==> src/rtl/debounced_pio_pkg.sv <==
// Shared register map and bus types for the debounced input PIO.
package debounced_pio_pkg;

    localparam int ADDR_W = 3;

    typedef logic [ADDR_W-1:0] addr_t;

    localparam addr_t ADDR_DATA      = 3'd0;
    localparam addr_t ADDR_RISE_EN   = 3'd1;
    localparam addr_t ADDR_IRQ_MASK  = 3'd2;
    localparam addr_t ADDR_CAPTURE   = 3'd3;
    localparam addr_t ADDR_FALL_EN   = 3'd4;
    localparam addr_t ADDR_DB_THRESH = 3'd5;

endpackage

==> src/rtl/debounced_pio_if.sv <==
// Avalon-MM slave bus bundle for the debounced input PIO.
interface debounced_pio_if;
    import debounced_pio_pkg::*;

    addr_t       address;
    logic        chipselect;
    logic        write_n;
    logic [31:0] writedata;
    logic [31:0] readdata;

    modport master (
        output address, chipselect, write_n, writedata,
        input  readdata
    );

    modport slave (
        input  address, chipselect, write_n, writedata,
        output readdata
    );

endinterface

==> src/rtl/debounced_pio_irq_debounce_channel.sv <==
// One input channel: synchroniser, tick-based stability counter,
// debounced state and edge pulses derived from it.
module debounce_channel #(
    parameter int   SYNC_STAGES = 2,
    parameter int   DB_W        = 4,
    parameter logic IDLE        = 1'b1
) (
    input  logic            clk,
    input  logic            reset_n,
    input  logic            pin,
    input  logic            tick,
    input  logic [DB_W-1:0] thresh,
    output logic            state,
    output logic            rise,
    output logic            fall
);

    logic [SYNC_STAGES-1:0] sync_q;
    logic                   sync;
    logic                   prev;
    logic [DB_W-1:0]        cnt;
    logic [DB_W-1:0]        cnt_inc;

    assign sync    = sync_q[SYNC_STAGES-1];
    assign cnt_inc = (cnt == '1) ? cnt : cnt + 1'b1;

    always_ff @(posedge clk or negedge reset_n) begin
        if (!reset_n) begin
            sync_q <= {SYNC_STAGES{IDLE}};
        end else begin
            sync_q <= {sync_q[SYNC_STAGES-2:0], pin};
        end
    end

    // A zero threshold bypasses filtering; a counter already at or past a
    // lowered threshold commits on the next tick.
    always_ff @(posedge clk or negedge reset_n) begin
        if (!reset_n) begin
            state <= IDLE;
            prev  <= IDLE;
            cnt   <= '0;
        end else begin
            prev <= state;
            if (thresh == '0) begin
                state <= sync;
                cnt   <= '0;
            end else if (sync == state) begin
                cnt <= '0;
            end else if (tick) begin
                if (cnt_inc >= thresh) begin
                    state <= sync;
                    cnt   <= '0;
                end else begin
                    cnt <= cnt_inc;
                end
            end
        end
    end

    assign rise = state & ~prev;
    assign fall = ~state & prev;

endmodule

==> src/rtl/debounced_pio_irq.sv <==
// Avalon-MM input PIO with per-channel debounce, edge capture and
// maskable level interrupt.
module debounced_pio_irq
    import debounced_pio_pkg::*;
#(
    parameter int               WIDTH       = 3,
    parameter int               SYNC_STAGES = 2,
    parameter int               TICK_DIV    = 50000,
    parameter int               DB_W        = 4,
    parameter int               DB_RESET    = 8,
    parameter logic [WIDTH-1:0] IDLE_LEVEL  = '1
) (
    input  logic             clk,
    input  logic             reset_n,
    debounced_pio_if.slave   bus,
    input  logic [WIDTH-1:0] in_port,
    output logic             irq
);

    localparam int PW = (TICK_DIV > 1) ? $clog2(TICK_DIV) : 1;

    logic [PW-1:0]    presc;
    logic             tick;
    logic             wr;
    logic [WIDTH-1:0] wd;
    logic [WIDTH-1:0] state;
    logic [WIDTH-1:0] rise;
    logic [WIDTH-1:0] fall;
    logic [WIDTH-1:0] rise_en;
    logic [WIDTH-1:0] fall_en;
    logic [WIDTH-1:0] mask;
    logic [WIDTH-1:0] capture;
    logic [WIDTH-1:0] hit;
    logic [WIDTH-1:0] clr;
    logic [DB_W-1:0]  thresh;
    logic [31:0]      rd_next;
    logic             unused;

    assign unused = ^bus.writedata;

    assign tick = (presc == PW'(TICK_DIV - 1));

    always_ff @(posedge clk or negedge reset_n) begin
        if (!reset_n) begin
            presc <= '0;
        end else begin
            presc <= tick ? '0 : presc + 1'b1;
        end
    end

    for (genvar i = 0; i < WIDTH; i++) begin : g_ch
        debounce_channel #(
            .SYNC_STAGES (SYNC_STAGES),
            .DB_W        (DB_W),
            .IDLE        (IDLE_LEVEL[i])
        ) u_ch (
            .clk     (clk),
            .reset_n (reset_n),
            .pin     (in_port[i]),
            .tick    (tick),
            .thresh  (thresh),
            .state   (state[i]),
            .rise    (rise[i]),
            .fall    (fall[i])
        );
    end

    assign wr  = bus.chipselect & ~bus.write_n;
    assign wd  = bus.writedata[WIDTH-1:0];
    assign hit = (rise & rise_en) | (fall & fall_en);
    assign clr = (wr && bus.address == ADDR_CAPTURE) ? wd : '0;

    // A new edge in the same cycle as its clear must survive.
    always_ff @(posedge clk or negedge reset_n) begin
        if (!reset_n) begin
            rise_en <= '0;
            fall_en <= '1;
            mask    <= '0;
            thresh  <= DB_W'(DB_RESET);
            capture <= '0;
            irq     <= 1'b0;
        end else begin
            if (wr) begin
                case (bus.address)
                    ADDR_RISE_EN:   rise_en <= wd;
                    ADDR_IRQ_MASK:  mask    <= wd;
                    ADDR_FALL_EN:   fall_en <= wd;
                    ADDR_DB_THRESH: thresh  <= bus.writedata[DB_W-1:0];
                    default: ;
                endcase
            end
            capture <= (capture & ~clr) | hit;
            irq     <= |(capture & mask);
        end
    end

    always_comb begin
        rd_next = '0;
        case (bus.address)
            ADDR_DATA:      rd_next = 32'(state);
            ADDR_RISE_EN:   rd_next = 32'(rise_en);
            ADDR_IRQ_MASK:  rd_next = 32'(mask);
            ADDR_CAPTURE:   rd_next = 32'(capture);
            ADDR_FALL_EN:   rd_next = 32'(fall_en);
            ADDR_DB_THRESH: rd_next = 32'(thresh);
            default:        rd_next = '0;
        endcase
    end

    always_ff @(posedge clk or negedge reset_n) begin
        if (!reset_n) begin
            bus.readdata <= '0;
        end else begin
            bus.readdata <= rd_next;
        end
    end

endmodule
==> src/flat_wrapper.sv <==
// flat-port wrapper written by rule: the top's interface ports become plain ports
module debounced_pio_irq_flat import debounced_pio_pkg::*;
#(
    parameter int               WIDTH       = 3,
    parameter int               SYNC_STAGES = 2,
    parameter int               TICK_DIV    = 50000,
    parameter int               DB_W        = 4,
    parameter int               DB_RESET    = 8,
    parameter logic [WIDTH-1:0] IDLE_LEVEL  = '1
)
  (clk, reset_n, in_port, irq, bus_address, bus_chipselect, bus_write_n, bus_writedata, bus_readdata);
  debounced_pio_if bus_i ();
  input  logic clk;
  input  logic reset_n;
  input  logic [WIDTH-1:0] in_port;
  output logic irq;
  input wire logic [$bits(bus_i.address)-1:0] bus_address;
  input wire logic [$bits(bus_i.chipselect)-1:0] bus_chipselect;
  input wire logic [$bits(bus_i.write_n)-1:0] bus_write_n;
  input wire logic [$bits(bus_i.writedata)-1:0] bus_writedata;
  output wire logic [$bits(bus_i.readdata)-1:0] bus_readdata;
  assign bus_i.address = bus_address;
  assign bus_i.chipselect = bus_chipselect;
  assign bus_i.write_n = bus_write_n;
  assign bus_i.writedata = bus_writedata;
  assign bus_readdata = bus_i.readdata;
  debounced_pio_irq #(.WIDTH(WIDTH), .SYNC_STAGES(SYNC_STAGES), .TICK_DIV(TICK_DIV), .DB_W(DB_W), .DB_RESET(DB_RESET), .IDLE_LEVEL(IDLE_LEVEL)) u_core (.clk(clk), .reset_n(reset_n), .bus(bus_i), .in_port(in_port), .irq(irq));
endmodule
==> config.mk <==
export PLATFORM = sky130hd
export DESIGN_NAME = debounced_pio_irq_flat
export DESIGN_NICKNAME = d
export VERILOG_FILES = /design/src/rtl/debounced_pio_pkg.sv /design/src/rtl/debounced_pio_if.sv /design/src/rtl/debounced_pio_irq_debounce_channel.sv /design/src/rtl/debounced_pio_irq.sv /design/src/flat_wrapper.sv
export SDC_FILE = /design/constraint.sdc
export NUM_CORES = 1
export LEC_CHECK = 0
export ABC_AREA = 0
export BUFFER_PORTS_ARGS = -buffer_cell sky130_fd_sc_hd__buf_2
export CAP_MARGIN = 25
export CORE_ASPECT_RATIO = 0.9
export CORE_MARGIN = 10
export CORE_UTILIZATION = 54
export DETAILED_ROUTE_END_ITERATION = 12
export HOLD_SLACK_MARGIN = 0.02
export PLACE_DENSITY = 0.77
export SYNTH_ARGS = -nofsm -noshare
export SYNTH_HDL_FRONTEND = slang
export SYNTH_SLANG_ARGS = --single-unit
==> constraint.sdc <==
create_clock -name clk -period 3.4 [get_ports clk]
set_input_delay 0.68 -clock clk [delete_from_list [all_inputs] [get_ports clk]]
set_output_delay 0.68 -clock clk [all_outputs]
set_load 0.02 [all_outputs]
==> impl_results.md <==
* Util after Layout at 0.595
* Main synth FF type: dfrtp_1
* CP Data Arrival Time at 3.28 ns
* Number of flops mapped to enable cells by yosys at 0
* Global-route wire length before repair at 11.6 mm
* Ys async rst share at 1.00
* Number of sinks handled by clock tree synthesis at 61
* Violation count after the first detailed-routing iteration at 149
* Post-synthesis sequential area ratio at 0.457
* Max rail drop VDD at 0.242 mV
* Kind of end point of the critical path: flop
* Power Density at 548 nW/µm²
* Post-synthesis instance area at 3380 µm²
* DRC violations left at 0
* ANT cells at 0
* Y dimension of the die at 95.1 µm
* Number of pins with negative max-slew slack in the final report at 0
* Number of vias after detailed routing at 2,453
* Number of buffer and inverter instances along the worst setup path at 0
* Horizontal die dimension at 103 µm
* Number of max-capacitance violations reported at 0
* Initial DRT Pass Iterations at 4
* Number of buffers on the longest clock path at 2
* Die outline area at 9840 µm²
* Category of the most critical setup path: reg2reg
* Post-cts repair resize count at 0
* Storage element area at 1550 µm²
* Count of input and output buffers at 18
* Avg Synthesized Cell Area at 9.92 µm²
* Kind of cell adding the most delay to the critical path: simple AND/OR/NAND/NOR gates
* Share of the clock period used by the worst path at 0.884
* Number of failing setup endpoints in the final timing report at 0
* Final layout net count at 421
* Final Instance Count excl. Fillers at 455
* Register bit count reported by yosys at 61
* Reg-to-reg startpoint: u_core.g_ch[1].u_ch.cnt[0]$_DFFE_PN0P_
* Setup repair after global routing missed its margin: false
* Via count of the first global-routing pass at 2,481
* Hold Fails Final Rpt at 0
* Top-level I/O count at 75
* Area used by multi-input combinational logic at 1640 µm²
* Status: completed
* Final min period at 3.00 ns
* Std cell rows at 27
* Routability cong. at 0.859
* Clock latency at the later pin of the worst-skew pair at 0.34 ns
* Dpl cells at 439
* Type of element launching the critical path: flop
* Hpwl dp at 4.93 mm
* Cell variety after synth at 48
* Share of post-route cells with drive strength above 1 at 0.190
* Largest incremental delay on the critical path at 0.53 ns
* Most frequent cells in the layout: 45 x dfrtp_1, 38 x nand2_1, 28 x conb_1, 25 x nor2_1, 21 x o21ai_0
* Antenna violations before repair at 0
* Antenna Violating Nets Remaining at 0
* Num CTS Buffers at 9
* Maximum clock skew at final layout at 0.00886 ns
* Post-Synthesis Cells at 341
* Slowest stage cell on the critical path: a2111oi_0
* Data required time at the worst endpoint at 3.67 ns
* Crit path cell chain: ha_1 > nand3_1 > xnor2_1 > ha_1 > nand2b_1 > a2111oi_0 > nor3_1 > or4b_1 > a21oi_1
* Filler Cells Inserted at 496
* Min-delay worst type: in2async
* Post-DR vias/cell at 5.39
* Gr ovfl total at 0
* Max-Slew Margin vs Limit at 0.606
* Peak fanout along the critical path at 7
* Area growth, synth to finish at 7.62%
* Core box area at 6110 µm²
* Detailed-route wire length per cell at 14.8 µm
* Synth warn at 0
* Number of buffers inserted for hold repair after clock tree synthesis at 0
* Leakage power total at 1.64 nW
* CTS H-tree depth at 3
* Global router's overall resource usage at 0.149
* Leading cell type in the layout, fill and taps excluded: dfrtp_1
* Accumulated negative setup slack at 0 ns
* CTS clock-pin slew for the worst setup and hold paths at 0.07 ns
* Most frequent cell on the critical path: ha_1
* Critical path origin: u_core.g_ch[1].u_ch.cnt[0]$_DFFE_PN0P_
* Fmax at 333 MHz
* Measured slew at the worst slew-check pin at 0.586 ns
* Pin count of the biggest net entering global routing at 37
* Buffers inserted during post-CTS setup optimization at 0
* Clock root buffer: clkbuf_8
* Clock tree from TritonCTS: done
* Wire length reported by the detailed router at 6.73 mm
* Initial Utilization at 0.553
[metrics by stage]
stage / hold slack [ns] / cell area [µm²] / power [W] / worst slack (ns)
final: 0.324 / 3640 / 0.00200 / 0.396
after global routing: 0.362 / 3640 / 0.00211 / 0.210
after CTS: 0.337 / 3640 / 0.00201 / 0.378
after detailed placement: 0.347 / 3450 / 0.00138 / 0.455
after global placement: 0.346 / 3450 / 0.00135 / 0.694
after floorplan: 0.345 / 3480 / 0.00127 / 0.795
[sequential cells by signal, indices dropped and copies added (netlist names)]
signal and cells:
u_core.bus.readdata 4, u_core.mask 3, u_core.fall_en 3, u_core.rise_en 3, u_core.g_ch.u_ch.sync_q 6, u_core.g_ch.u_ch.cnt 12, u_core.g_ch.u_ch.prev 3, u_core.thresh 4
u_core.presc 16, u_core.g_ch.u_ch.state 3, u_core.capture 3, u_core.irq 1
[cell families after synthesis]
| family | count (synthesis) | share of synthesized area |
|---|---|---|
| muxes | 13 | 0.0462 |
| other | 1 | 0.00111 |
| adders and majority gates | 16 | 0.0592 |
| DFF | 61 | 0.457 |
| and+or+nand+nor | 128 | 0.200 |
| buffers and inverters | 48 | 0.0869 |
| xor gates and xnor gates | 20 | 0.0518 |
| AOI/OAI and AO/OA | 54 | 0.0976 |
[worst reg2reg max path, cell delays in order (launching register included)]
cell and delay [ns]:
dfrtp_1 0.46, ha_1 0.26, nand3_1 0.16, xnor2_1 0.22, ha_1 0.25, nand2b_1 0.15
a2111oi_0 0.53, nor3_1 0.23, or4b_1 0.51, a21oi_1 0.15
[synthesized netlist by cell type (all sizes together) (2+ instances only)]
cell,instances,area share
xor2,8,0.021
mux2,11,0.037
o21ai,21,0.031
or2,2,0.0037
o22ai,3,0.0055
nand4,2,0.0037
a2111oi,2,0.0052
xnor2,12,0.031
o211ai,3,0.0067
nor2b,5,0.0092
or3,4,0.0074
dfrtp,45,0.33
nor3,7,0.010
nor2,26,0.031
a21oi,11,0.016
a2bb2oi,3,0.0078
ha,16,0.059
buf,30,0.067
clkbuf,6,0.0067
and4bb,2,0.0074
nand3b,4,0.0089
a31oi,2,0.0037
inv,12,0.013
nand2b,5,0.0092
or4,4,0.0089
dfstp,16,0.12
nand2,38,0.042
and3,6,0.011
nor4,2,0.0081
a22oi,5,0.011
nand3,15,0.022
[cell type report]
type                            count  area share
Clock inverter                      5      0.0137
Inverter                           12      0.0124
Clock buffer                       11      0.0388
Timing Repair Buffer               20      0.0289
Tap cell                           87      0.0299
Sequential cell                    61       0.425
Multi-Input combinational cell    259       0.452
[path summary, 6_finish.rpt]
| check | to | slack (ns) | cells past startpoint |
|---|---|---|---|
| hold reg to reg | u_core.g_ch[0].u_ch.sync_q[1]$_DFF_PN1_ | 0.36 | 0 |
| max in group asynchronous | u_core.g_ch[0].u_ch.sync_q[1]$_DFF_PN1_ | 2.18 | 2 |
| setup / recovery | u_core.g_ch[1].u_ch.cnt[0]$_DFFE_PN0P_ | 0.40 | 9 |
| setup reg to reg | u_core.g_ch[1].u_ch.cnt[0]$_DFFE_PN0P_ | 0.40 | 9 |
| min in group clk | u_core.g_ch[0].u_ch.sync_q[1]$_DFF_PN1_ | 0.36 | 0 |
| hold / removal | u_core.presc[13]$_DFF_PN0_ | 0.32 | 1 |
[power breakdown]
part	internal, W	switching (W)	leakage [nW]
clock	0.000353	0.000274	0.103
sequential	0.000868	0.000107	0.750
combinational	0.000162	0.000232	0.789
[layer usage]
layer / vias to the layer above / share of wire / track usage
li1: 1180 / - / -
met1: 1202 / 0.43 / 0.185
met2: 64 / 0.49 / 0.239
met3: 7 / 0.071 / 0.0521
met4: 0 / 0.0083 / 0.0451
met5: - / 0 / 0
Power figures use the tool's default switching activity.
